[config.mk]
export PLATFORM = sky130hd
export DESIGN_NAME = mc_control_unit
export DESIGN_NICKNAME = d
export VERILOG_FILES = /design/src/rtl/rv_ctrl_pkg.sv /design/src/rtl/mc_alu_decoder.sv /design/src/rtl/mc_control_unit.sv
export SDC_FILE = /design/constraint.sdc
export NUM_CORES = 1
export LEC_CHECK = 0
export BUFFER_PORTS_ARGS = -buffer_cell sky130_fd_sc_hd__buf_2
export CAP_MARGIN = 15
export CORE_MARGIN = 4
export CORE_UTILIZATION = 43
export DETAILED_ROUTE_END_ITERATION = 10
export PLACE_DENSITY = 0.76
export SYNTH_ARGS = -nofsm -noshare
export SYNTH_HDL_FRONTEND = slang
export SYNTH_SLANG_ARGS = --single-unit
[constraint.sdc]
create_clock -name clk -period 2.1 [get_ports clk]
set_input_delay 0.42 -clock clk [delete_from_list [all_inputs] [get_ports clk]]
set_output_delay 0.42 -clock clk [all_outputs]
set_load 0.02 [all_outputs]
[src/rtl/rv_ctrl_pkg.sv]
// Shared encodings for the multicycle RV32I control path.
// Latency: n/a (types, constants and one pure helper function).
// Backpressure: n/a.
//   Contents: state_t, alu_op_t, ALU control codes, opcodes, mux select codes,
//   and imm_src_for(), which maps an opcode to its immediate format.
package rv_ctrl_pkg;

  // Main FSM states: one per instruction phase.
  typedef enum logic [3:0] {
    S_FETCH    = 4'd0,
    S_DECODE   = 4'd1,
    S_MEMADR   = 4'd2,
    S_MEMREAD  = 4'd3,
    S_MEMWB    = 4'd4,
    S_MEMWRITE = 4'd5,
    S_EXECR    = 4'd6,
    S_EXECI    = 4'd7,
    S_JAL      = 4'd8,
    S_ALUWB    = 4'd9,
    S_BRANCH   = 4'd10
  } state_t;

  // Coarse ALU request from the FSM; FUNCT defers to funct3/funct7.
  typedef enum logic [1:0] {
    ALUOP_ADD   = 2'b00,
    ALUOP_SUB   = 2'b01,
    ALUOP_FUNCT = 2'b10
  } alu_op_t;

  // ALU control codes.
  localparam logic [2:0] ALU_ADD = 3'b000;
  localparam logic [2:0] ALU_SUB = 3'b001;
  localparam logic [2:0] ALU_AND = 3'b010;
  localparam logic [2:0] ALU_OR  = 3'b011;
  localparam logic [2:0] ALU_SLT = 3'b101;

  // Supported opcodes.
  localparam logic [6:0] OP_LOAD   = 7'b0000011;
  localparam logic [6:0] OP_STORE  = 7'b0100011;
  localparam logic [6:0] OP_R      = 7'b0110011;
  localparam logic [6:0] OP_I      = 7'b0010011;
  localparam logic [6:0] OP_JAL    = 7'b1101111;
  localparam logic [6:0] OP_BRANCH = 7'b1100011;

  // Branch funct3 codes.
  localparam logic [2:0] F3_BEQ = 3'b000;
  localparam logic [2:0] F3_BNE = 3'b001;

  // Memory address select.
  localparam logic ADR_PC     = 1'b0;
  localparam logic ADR_ALUOUT = 1'b1;

  // Result select.
  localparam logic [1:0] RES_ALUOUT    = 2'b00;
  localparam logic [1:0] RES_DATA      = 2'b01;
  localparam logic [1:0] RES_ALURESULT = 2'b10;

  // ALU A operand select.
  localparam logic [1:0] SRCA_PC    = 2'b00;
  localparam logic [1:0] SRCA_OLDPC = 2'b01;
  localparam logic [1:0] SRCA_REG   = 2'b10;

  // ALU B operand select.
  localparam logic [1:0] SRCB_REG  = 2'b00;
  localparam logic [1:0] SRCB_IMM  = 2'b01;
  localparam logic [1:0] SRCB_FOUR = 2'b10;

  // Immediate formats.
  localparam logic [1:0] IMM_I = 2'b00;
  localparam logic [1:0] IMM_S = 2'b01;
  localparam logic [1:0] IMM_B = 2'b10;
  localparam logic [1:0] IMM_J = 2'b11;

  // Immediate format depends on the opcode alone, so it is valid in every state.
  function automatic logic [1:0] imm_src_for(input logic [6:0] op);
    logic [1:0] imm;
    imm = IMM_I;
    case (op)
      OP_LOAD, OP_I: imm = IMM_I;
      OP_STORE:      imm = IMM_S;
      OP_BRANCH:     imm = IMM_B;
      OP_JAL:        imm = IMM_J;
      default:       imm = IMM_I;
    endcase
    return imm;
  endfunction

endpackage

[src/rtl/mc_alu_decoder.sv]
// ALU decoder: turns the FSM's coarse alu_op plus instruction fields into an ALU control code.
// Latency: combinational, zero cycles.
// Backpressure: none; the outputs follow the inputs.
//   Ports: alu_op (from FSM), funct3, funct7b5, op5 (op[5], distinguishes R from I)
//          -> alu_control, illegal (unsupported funct3 while alu_op selects funct decode).
module mc_alu_decoder
  import rv_ctrl_pkg::*;
(
  input  alu_op_t    alu_op,
  input  logic [2:0] funct3,
  input  logic       funct7b5,
  input  logic       op5,
  output logic [2:0] alu_control,
  output logic       illegal
);

  always_comb begin
    alu_control = ALU_ADD;
    illegal     = 1'b0;
    case (alu_op)
      ALUOP_ADD: alu_control = ALU_ADD;
      ALUOP_SUB: alu_control = ALU_SUB;
      ALUOP_FUNCT: begin
        case (funct3)
          // Only R-type can subtract; addi with imm[10]=1 also has instr[30]=1.
          3'b000:  alu_control = (op5 & funct7b5) ? ALU_SUB : ALU_ADD;
          3'b010:  alu_control = ALU_SLT;
          3'b110:  alu_control = ALU_OR;
          3'b111:  alu_control = ALU_AND;
          default: begin
            alu_control = ALU_ADD;
            illegal     = 1'b1;
          end
        endcase
      end
      default: alu_control = ALU_ADD;
    endcase
  end

endmodule

[src/rtl/mc_control_unit.sv]
// Multicycle RV32I control unit: Moore main FSM, ALU decode and immediate decode.
// Latency: outputs are combinational from the state and the IR fields; lw 5, sw/R/I/jal 4, branch 3, illegal 2 cycles.
// Backpressure: none; one state per clock, and reset aborts the current instruction immediately.
//   Inputs:  clk, rst_n, op, funct3, funct7b5, zero (ALU flag, only used in BRANCH)
//   Outputs: pc_write, adr_src, mem_write, ir_write, result_src, alu_src_a, alu_src_b,
//            alu_control, imm_src, reg_write, illegal_instr
module mc_control_unit
  import rv_ctrl_pkg::*;
(
  input  logic       clk,
  input  logic       rst_n,
  input  logic [6:0] op,
  input  logic [2:0] funct3,
  input  logic       funct7b5,
  input  logic       zero,
  output logic       pc_write,
  output logic       adr_src,
  output logic       mem_write,
  output logic       ir_write,
  output logic [1:0] result_src,
  output logic [1:0] alu_src_a,
  output logic [1:0] alu_src_b,
  output logic [2:0] alu_control,
  output logic [1:0] imm_src,
  output logic       reg_write,
  output logic       illegal_instr
);

  state_t  state_q, state_d;
  alu_op_t alu_op;

  // Ungated enables; rst_n masks them below so nothing writes during reset.
  logic pc_update;
  logic branch;
  logic mem_write_raw;
  logic ir_write_raw;
  logic reg_write_raw;
  logic op_illegal;
  logic alu_illegal;
  logic br_illegal;
  logic br_taken;

  always_ff @(posedge clk or negedge rst_n) begin
    if (!rst_n) begin
      state_q <= S_FETCH;
    end else begin
      state_q <= state_d;
    end
  end

  always_comb begin
    state_d       = state_q;
    adr_src       = ADR_PC;
    result_src    = RES_ALUOUT;
    alu_src_a     = SRCA_PC;
    alu_src_b     = SRCB_REG;
    alu_op        = ALUOP_ADD;
    pc_update     = 1'b0;
    branch        = 1'b0;
    mem_write_raw = 1'b0;
    ir_write_raw  = 1'b0;
    reg_write_raw = 1'b0;
    op_illegal    = 1'b0;
    case (state_q)
      S_FETCH: begin
        // PC+4 goes straight back into the PC while the IR loads.
        ir_write_raw = 1'b1;
        alu_src_b    = SRCB_FOUR;
        result_src   = RES_ALURESULT;
        pc_update    = 1'b1;
        state_d      = S_DECODE;
      end
      S_DECODE: begin
        // OldPC + imm: the branch/jump target, parked in ALUOut for later.
        alu_src_a = SRCA_OLDPC;
        alu_src_b = SRCB_IMM;
        case (op)
          OP_LOAD, OP_STORE: state_d = S_MEMADR;
          OP_R:              state_d = S_EXECR;
          OP_I:              state_d = S_EXECI;
          OP_JAL:            state_d = S_JAL;
          OP_BRANCH:         state_d = S_BRANCH;
          default: begin
            op_illegal = 1'b1;
            state_d    = S_FETCH;
          end
        endcase
      end
      S_MEMADR: begin
        alu_src_a = SRCA_REG;
        alu_src_b = SRCB_IMM;
        state_d   = op[5] ? S_MEMWRITE : S_MEMREAD;
      end
      S_MEMREAD: begin
        adr_src = ADR_ALUOUT;
        state_d = S_MEMWB;
      end
      S_MEMWB: begin
        result_src    = RES_DATA;
        reg_write_raw = 1'b1;
        state_d       = S_FETCH;
      end
      S_MEMWRITE: begin
        adr_src       = ADR_ALUOUT;
        mem_write_raw = 1'b1;
        state_d       = S_FETCH;
      end
      S_EXECR: begin
        alu_src_a = SRCA_REG;
        alu_src_b = SRCB_REG;
        alu_op    = ALUOP_FUNCT;
        state_d   = S_ALUWB;
      end
      S_EXECI: begin
        alu_src_a = SRCA_REG;
        alu_src_b = SRCB_IMM;
        alu_op    = ALUOP_FUNCT;
        state_d   = S_ALUWB;
      end
      S_JAL: begin
        // PC takes the target from ALUOut while the ALU forms the link address OldPC+4.
        alu_src_a  = SRCA_OLDPC;
        alu_src_b  = SRCB_FOUR;
        result_src = RES_ALUOUT;
        pc_update  = 1'b1;
        state_d    = S_ALUWB;
      end
      S_ALUWB: begin
        result_src    = RES_ALUOUT;
        reg_write_raw = 1'b1;
        state_d       = S_FETCH;
      end
      S_BRANCH: begin
        alu_src_a  = SRCA_REG;
        alu_src_b  = SRCB_REG;
        alu_op     = ALUOP_SUB;
        result_src = RES_ALUOUT;
        branch     = 1'b1;
        state_d    = S_FETCH;
      end
      default: begin
        state_d = S_FETCH;
      end
    endcase
  end

  mc_alu_decoder u_alu_dec (
    .alu_op      (alu_op),
    .funct3      (funct3),
    .funct7b5    (funct7b5),
    .op5         (op[5]),
    .alu_control (alu_control),
    .illegal     (alu_illegal)
  );

  // beq takes on zero and bne on not-zero; any other funct3 never redirects the PC.
  always_comb begin
    br_taken   = 1'b0;
    br_illegal = 1'b0;
    if (branch) begin
      case (funct3)
        F3_BEQ:  br_taken = zero;
        F3_BNE:  br_taken = ~zero;
        default: br_illegal = 1'b1;
      endcase
    end
  end

  assign imm_src = imm_src_for(op);

  // During reset the state is already FETCH, so only the enables need masking.
  assign pc_write      = rst_n & (pc_update | br_taken);
  assign mem_write     = rst_n & mem_write_raw;
  assign ir_write      = rst_n & ir_write_raw;
  assign reg_write     = rst_n & reg_write_raw;
  assign illegal_instr = rst_n & (op_illegal | alu_illegal | br_illegal);

endmodule
* Word-level counts from Yosys, hierarchy flattened
Index checks and enable logic that the tools add are counted.
** Operators by class
- Equal/unequal tests :: 22
- Reduce and logical (&&, ||, !) cells :: 14
- Mux-type cells :: 25
- Bitwise operators :: 10
** Operators with widths (number)
- case mux 4 bit (5 select lines) :: 2
- == test 4 x 3 -> 1 bit (second input constant) :: 4
- case mux 2 bit (2 select lines) :: 4
- == test 7 x 6 -> 1 bit (second input constant) :: 2
- == test 7 bit (second input constant) :: 2
- two-way mux 1 bit :: 14
- OR reduction 2 bit :: 7
- == test 4 bit (second input constant) :: 3
- case mux 3 bit (4 select lines) :: 1
- == test 4 x 2 -> 1 bit (second input constant) :: 2
- OR reduction 4 bit :: 2
- == test 7 x 2 -> 1 bit (second input constant) :: 1
- == test 7 x 5 -> 1 bit (second input constant) :: 1
- AND 1 bit :: 6
- == test 3 bit (second input constant) :: 2
- case mux 2 bit (3 select lines) :: 1
- case mux 3 bit (2 select lines) :: 1
- OR reduction 3 bit :: 2
- OR reduction 6 bit :: 1
- == test 4 x 1 -> 1 bit (second input constant) :: 1
- logical NOT 4 bit :: 1
- == test 3 x 1 -> 1 bit (second input constant) :: 1
- == test 3 x 2 -> 1 bit (second input constant) :: 1
- logical NOT 3 bit :: 1
- other kinds (6) :: 8
** Word-level totals
- Output and inout port bits :: 17
- Input bits :: 14
- Bits in registers :: 4

* Longest topological paths before layout
Gate-level depths: netlist of the first run.
- Depth in word-level cells :: 8
- Gate-level depth with buffers :: 8

* Hierarchy
From an unflattened synthesis of the first run, not the netlist that was laid out.
** Second synthesis, totals
- Cells, all modules :: 77
- Area, all modules :: 611.8 sq um
** Modules (own cells, without submodules)
- mc_control_unit :: seq. area each 100.1 sq um, cells an instance 62, area an instance 499.2 sq um, times used 1
- mc_alu_decoder :: seq. area each 0.0 sq um, cells an instance 15, area an instance 112.6 sq um, times used 1

* Worst setup path after synthesis of the first run
OpenSTA, ideal clock, no wires.
- Path type :: flip-flop to output port
- Start :: reg state_q[3]
- End :: out ir_write
- Path buffers :: 1
- Data required time :: 1.680 ns
- Data arrival time :: 1.689 ns
- Stages on the path, launching flop included :: 4
- Path slack :: -0.009 ns
- Path through :: dfrtp_1 buf_2 nor4_1 and2_1
** Between the ends
- Cells in the longest elaborated chain, start to end :: 3
** Ends and longest elaborated chain
- from (decl) :: line mc_control_unit.sv:29 : state_t state_q, state_d;
- from (signal assigned) :: line mc_control_unit.sv:47 : state_q <= state_d;
- logical NOT 4 bit :: line mc_control_unit.sv:64 : case (state_q)
- two-way mux 1 bit :: line mc_control_unit.sv:64
- AND 1 bit :: line mc_control_unit.sv:174 : assign ir_write = rst_n & ir_write_raw;
- to (decl) :: line mc_control_unit.sv:19 : output logic ir_write,
No other way between the ends.

* Final worst setup path of the first run
- Start :: reg state_q[0]
- End :: out illegal_instr
** Between the ends
- Cells in the longest elaborated chain, start to end :: 8
** Ends and longest elaborated chain
- == test 4 x 3 -> 1 bit :: line mc_control_unit.sv:64
- OR reduction 2 bit (no line)
- case mux 2 bit (2 select lines) :: line mc_control_unit.sv:64
- == test 2 bit :: line mc_alu_decoder.sv:20 : case (alu_op)
- two-way mux 1 bit :: line mc_alu_decoder.sv:20
- bitwise OR 1 bit :: line mc_control_unit.sv:176 : assign illegal_instr = rst_n & (op_illegal | alu_illegal | br_illegal);
- bitwise OR 1 bit (*) :: line mc_control_unit.sv:176
- AND 1 bit (*) :: line mc_control_unit.sv:176
- to (decl) :: line mc_control_unit.sv:26 : output logic illegal_instr
Mark *: on every way between the ends. The rest lies on a longest branch, timed or not.

==> run_results.csv, run 1 <==
group,metric,value,unit
worst_setup_path,required,1.68,ns
synth,synth_mux_area_frac,0,
worst_setup_path,cp-startpoint,"state_q[0]$_DFF_PN0_",
timing,period_needed,2.04,ns
timing,hold_viol,0,
pwr,powerDensity,680,nW/um^2
global_route,grt-ovfl-total,0,
synth,synth_area,567,sq um
timing,tightest_slew,0.389,ns
synth,yosysSeqAreaShare,0.177,
worst_setup_path,reg2reg_depth,5,
placement,portBuffers,30,
cts,htree_levels,1,
cts,numCtsBuffers,3,
timing,slew_violations,0,
drt,vias_per_cell,5.74,
cts,clk_pin_slew,0.04,ns
hold_path,hold_class,"in -> async",
placement,placed_cell_area,766,sq um
drt,drc_errors,0,
floorplan,start_util,0.484,
layout,design_area,907,sq um
floorplan,die_w,44.3,um
synth,synth_cells,79,
timing,finClkSkew,0.00588,ns
global_route,grt_max_degree,14,
layout,instances_no_fill,136,
timing,relSlewSlack,0.739,
cts,max-clock-path-buffers,2,
synth,ys_seq_elements,4,
synth,yosys.area_share.simple,0.402,
worst_setup_path,startpoint_type,"flip-flop",
synth,syn-num-nets,95,
floorplan,boundaryPins,31,
worst_setup_path,r2r_start,"state_q[1]$_DFF_PN0_",
timing,max_freq,491,MHz
layout,area_delta_synth_final,60.0,%
global_route,track_usage,0.187,
cts,cts-hold-fix-buffers,0,
worst_setup_path,crit_path_end_kind,"output pin",
layout,top_regs,"state_q x4",
layout,antenna_cells,0,
worst_setup_path,crit_type,"reg -> out",
global_route,antenna_found_initial,0,
worst_setup_path,arrival,1.62,ns
placement,gp_congestion,0.862,
layout,largest_register_ffs,4,
pwr,p_leak,0.000439,uW
worst_setup_path,reg2reg_slack,0.81,ns
synth,avgSynthCellArea,7.17,sq um
synth,synthTopCellsByArea,"dfrtp_1 (18%), nor3_1 (7.1%), xnor2_1 (6.2%), inv_1 (4.6%), ha_1 (4.4%)",
synth,synth_top_family_by_area,"simple AND/OR/NAND/NOR gates",
synth,synth_compound_area_frac,0.227,
synth,synth_cell_type_count,32,
status,status,"complete, no violations",
drt,wl_per_cell,14.3,um
drt,num_vias,780,
floorplan,die_area,1960,sq um
drt,drtAntennaViolNets,0,
drt,drt_iter0_markers,12,
cts,cts_sinks,4,
layout,drive_gt1_frac,0.516,
timing,rsz0062_at_grt,"yes",
synth,synthXorXnorAreaFrac,0.0618,
placement,hpwlAfterDp,1260,um
timing,setup_viol,0,
layout,fin_util,0.775,
cts,cts_tree,"done",
layout,top_register,"state_q",
cts,cts-root-buf,"clkbuf_4",
job,cap_violations,0,
synth,synth_top_cell_area_share,0.177,
pwr,ir_drop,0.000596,V
layout,final_nets,140,
global_route,grt_pass1_vias,661,
drt,dr.pass1.iters,4,
drt,drt-total-wl,1940,um
floorplan,die_h,44.3,um
worst_setup_path,path_max_fanout,4,
synth,yosys.area.top_type,"dfrtp_1",
placement,dp.cells,125,
cts,worstSkewPairLatency,0.24,ns
timing,finalSetupTns,0,ns
floorplan,coreArea,1170,sq um
timing,fin_crit_sh,0.970,
floorplan,num_rows,12,
timing,holdWs,0.0172,ns
worst_setup_path,crit_end,"illegal_instr",
global_route,grt_pass1_wl,2820,um
synth,yosys_warnings,0,
synth,synth_fa_ha_area_frac,0.0442,
worst_setup_path,reg2reg_to,"state_q[3]$_DFF_PN0_",
-- worst max-delay path, cell delays in order, from the launching register on --
cell and delay [ns]:
dfrtp_1 0.39, nor2b_4 0.17, nand3_4 0.11, ha_4 0.19
a21oi_4 0.11, o221ai_2 0.09, o21a_1 0.19, buf_6 0.13
-- cells in the final DEF, fill, tap and decap left out, types with 2 or more instances in the layout --
| cell | synthesis | routed |
|---|---|---|
| nor4_1 | 3 | 2 |
| a21oi_1 | 4 | 3 |
| a31oi_1 | 2 | 2 |
| buf_2 | 4 | 28 |
| o21a_1 | 3 | 3 |
| nor4_2 | 1 | 2 |
| inv_1 | 7 | 5 |
| clkbuf_4 | 0 | 3 |
| o21ai_0 | 4 | 4 |
| and3_1 | 2 | 2 |
| nor3_1 | 8 | 7 |
| buf_6 | 0 | 3 |
| buf_4 | 0 | 13 |
| dfrtp_1 | 4 | 3 |
| xnor2_1 | 4 | 4 |
| inv_2 | 1 | 3 |
| nor2_1 | 5 | 4 |
| nand2_1 | 6 | 5 |
| nand3_1 | 4 | 4 |
-- per-layer routing --
metal / share of wire / vias to the layer above / wire length, um / global-route usage
met5: 0 / - / 0 / 0
met4: 0.020 / 0 / 38 / 0.0904
met3: 0.070 / 6 / 136 / 0.0244
met2: 0.49 / 44 / 945 / 0.294
met1: 0.42 / 358 / 822 / 0.250
li1: - / 372 / - / -
-- cell type report --
cell class,count,area (sq um)
multi-input cells,63,464
repair buffers,44,272
fillers,85,264
flip-flops and latches,4,101
inverters,8,30.0
clock buffers,3,22.5
well taps,14,17.5
-- Yosys cell counts, drive strengths merged --
cell	count
a21boi	1
a21oi	4
a31o	1
a31oi	2
a32oi	1
and2	1
and3	2
and3b	1
and4b	1
buf	4
dfrtp	4
ha	2
inv	8
nand2	6
nand2b	1
nand3	5
nor2	5
nor2b	2
nor3	8
nor3b	1
nor4	4
o211ai	1
o21a	3
o21ai	4
o221ai	1
o22ai	1
or3	1
xnor2	4
-- how the worst min path moves through the flow --
stage | from | to | slack, ns | cells past startpoint
3_5_place_dp | rst_n | state_q[1]$_DFF_PN0_ | 0.26 | 1
2_1_floorplan | rst_n | state_q[0]$_DFF_PN0_ | 0.12 | 0
6_report | rst_n | state_q[2]$_DFF_PN0_ | 0.02 | 1
4_1_cts | rst_n | state_q[2]$_DFF_PN0_ | 0.01 | 1
3_3_place_gp | rst_n | state_q[1]$_DFF_PN0_ | 0.26 | 1
5_1_grt | rst_n | state_q[2]$_DFF_PN0_ | 0.01 | 1
-- where the power goes --
part           internal (uW)  total, uW  switching (uW)
Clock                   63.9       95.5            31.6
Combinational            170        419             249
Sequential              90.4        103            12.2
Total                    324        617             293
-- per-stage QoR --
| step | setup WS, ns | power, uW |
|---|---|---|
| after floorplan | 0.0808 | 351 |
| after global placement | 0.0984 | 484 |
| after detailed placement | 0.0407 | 487 |
| after CTS | 0.00211 | 594 |
| after global routing | -0.0284 | 670 |
| final | 0.0627 | 617 |
-- cells by family (layout without fill, tap and decap cells) --
| kind of cell | count (synthesis) | in the layout |
|---|---|---|
| and+or+nand+nor | 38 | 38 |
| AOI/OAI and AO/OA | 19 | 19 |
| buffers and inverters | 12 | 55 |
| xor gates and xnor gates | 4 | 4 |
| DFF | 4 | 4 |
| adders and majority gates | 2 | 2 |
-- repair_timing --
action | 4_1_cts | 5_1_grt
pin swaps | 2 | 7
gates resized for setup | 6 | 11
buffers inserted | 5 | 3
endpoints found under the setup margin | 1 | 6
(Power assumes the default switching activity.)
==> run 2: changes to the inputs <==
PLACE_DENSITY = default   (was 0.76)
PLACE_DENSITY_LB_ADDON = 0.15   (was default)
==> run 2 against run 1 <==
  * First-iteration DRC count is 67% higher
  * Total power is 1.2% higher
  * Clock power is 1% higher
  * Hold slack worse by 0.0028 ns
  * Critical path type unchanged
==> run_results.csv, run 2 (synthesis gave the netlist of run 1 again) <==
group,metric,value,unit
cts,worstSkewPairLatency,0.24,ns
global_route,antenna_found_initial,0,
job,cap_violations,0,
drt,dr.pass1.iters,4,
layout,largest_register_ffs,4,
worst_setup_path,reg2reg_to,"state_q[3]$_DFF_PN0_",
worst_setup_path,path_common_cell,"buf_6",
timing,max_freq,482,MHz
floorplan,die_w,44.3,um
timing,hold_viol,0,
global_route,grt_pass1_wl,2530,um
drt,drt_iter0_markers,20,
worst_setup_path,startpoint_type,"flip-flop",
global_route,busiest_layer,"met2",
worst_setup_path,required,1.68,ns
worst_setup_path,worst_path_largest_cell_delay,0.38,ns
cts,clk_pin_slew,0.04,ns
placement,portBuffers,30,
drt,drt-total-wl,1880,um
layout,top_register,"state_q",
layout,area_delta_synth_final,60.7,%
layout,antenna_cells,0,
global_route,grt-ovfl-total,0,
global_route,track_usage,0.170,
drt,drc_errors,0,
timing,fin_crit_sh,0.988,
worst_setup_path,path_max_fanout,4,
status,status,"complete, no violations",
timing,setup_viol,0,
floorplan,die_area,1960,sq um
floorplan,start_util,0.484,
placement,hpwlAfterDp,1300,um
timing,finClkSkew,0.00580,ns
layout,drive_gt1_frac,0.520,
worst_setup_path,cpLargestDelayFamily,"compound AO/OA/AOI/OAI gates",
timing,finalSetupTns,0,ns
timing,period_needed,2.07,ns
pwr,powerDensity,686,nW/um^2
drt,wl_per_cell,13.7,um
layout,final_nets,141,
layout,area.sequential,101,sq um
worst_setup_path,crit_path_end_kind,"output pin",
worst_setup_path,cp_cell_sequence,"inv_2, buf_6, nand3_4, ha_4, a21oi_2, o221ai_2, o21a_1, buf_6",
floorplan,coreArea,1170,sq um
layout,multi_input_comb_area,467,sq um
worst_setup_path,crit_cells,8,
timing,slew_violations,0,
drt,drtAntennaViolNets,0,
timing,rsz0062_at_grt,"yes",
floorplan,boundaryPins,31,
layout,layout_commonest_cell,"buf_2",
hold_path,hold_class,"in -> async",
global_route,use_met3,0.0366,
cts,htree_levels,1,
cts,numCtsBuffers,3,
placement,gp_congestion,0.806,
worst_setup_path,arrival,1.65,ns
layout,fill_cells,82,
cts,cts_sinks,4,
worst_setup_path,worst-path-buf-inv,3,
global_route,use_met2,0.297,
floorplan,num_rows,12,
cts,cts-root-buf,"clkbuf_4",
global_route,grt_pass1_vias,613,
pwr,p_leak,0.000450,uW
worst_setup_path,reg2reg_slack,0.77,ns
drt,vias_per_cell,5.64,
timing,holdWs,0.0144,ns
worst_setup_path,crit_type,"reg -> out",
worst_setup_path,r2r_start,"state_q[1]$_DFF_PN0_",
layout,top_regs,"state_q x4",
cts,cts_tree,"done",
pwr,ir_drop,0.000628,V
cts,max-clock-path-buffers,2,
timing,tightest_slew,0.374,ns
drt,num_vias,772,
layout,final_cell_mix,"buf_2 (29), buf_4 (14), nor3_1 (6), inv_1 (6), nand2_1 (5)",
global_route,grt_max_degree,15,
timing,relSlewSlack,0.748,
worst_setup_path,cpMaxStageDelayCell,"dfrtp_1",
global_route,grtUsageMet1,0.198,
floorplan,die_h,44.3,um
worst_setup_path,reg2reg_depth,5,
==> run 2: cell types whose count changed in the layout (fill, tap and decap cells not counted), sizes merged <==
cell  delta
buf      +1
==> run 2: how the worst max path moves through the flow <==
stage	startpoint	to	slack [ns]
after global placement	state_q[1]$_DFF_PN0_	illegal_instr	0.12
after global routing	state_q[2]$_DFF_PN0_	illegal_instr	-0.04
final	state_q[2]$_DFF_PN0_	illegal_instr	0.03
after floorplan	state_q[3]$_DFF_PN0_	alu_control[1]	0.08
after detailed placement	state_q[1]$_DFF_PN0_	illegal_instr	0.09
after CTS	state_q[2]$_DFF_PN0_	illegal_instr	0.005
==> run 2: routing by layer <==
metal / up-vias / wire length, um
met5: - / 0
met4: 0 / 11
met3: 2 / 148
met2: 34 / 939
met1: 362 / 779
li1: 374 / -
==> run 2: timing repair <==
| item | in CTS | in global routing |
|---|---|---|
| pin swaps | 3 | 5 |
| buffers inserted | 4 | 4 |
| gates resized for setup | 8 | 7 |
| hold buffers | 0 | 0 |
| endpoints found under the setup margin | 1 | 5 |
==> run 2: worst reg2reg max path: stages, from the launching register on <==
cell,delay (ns)
dfrtp_1,0.38
buf_4,0.15
buf_4,0.19
nor3_1,0.27
nand2_1,0.14
o211ai_1,0.12
==> run 2: cell type report <==
class,count,area share
inverter,8,0.0330
sequential,4,0.111
multi-input combinational,63,0.512
tap,14,0.0192
timing repair buffer,45,0.299
clock buffer,3,0.0247
==> run 2: through the flow <==
stage	total power [uW]	std cells	cell area (sq um)	util	worst slack, ns
after floorplan	351	79	573	-	0.0808
after global placement	486	126	773	0.660	0.121
after detailed placement	486	126	773	0.660	0.0937
after CTS	595	133	851	0.726	0.00489
after global routing	664	137	911	0.778	-0.0383
final	624	137	911	0.778	0.0251
==> run 2: power breakdown <==
part	leakage [uW]	internal (uW)	total, uW	switching, uW
combinational	0.000384	178	423	245
clock	0.0000138	64.0	96.5	32.5
sequential	0.0000520	90.3	105	14.4
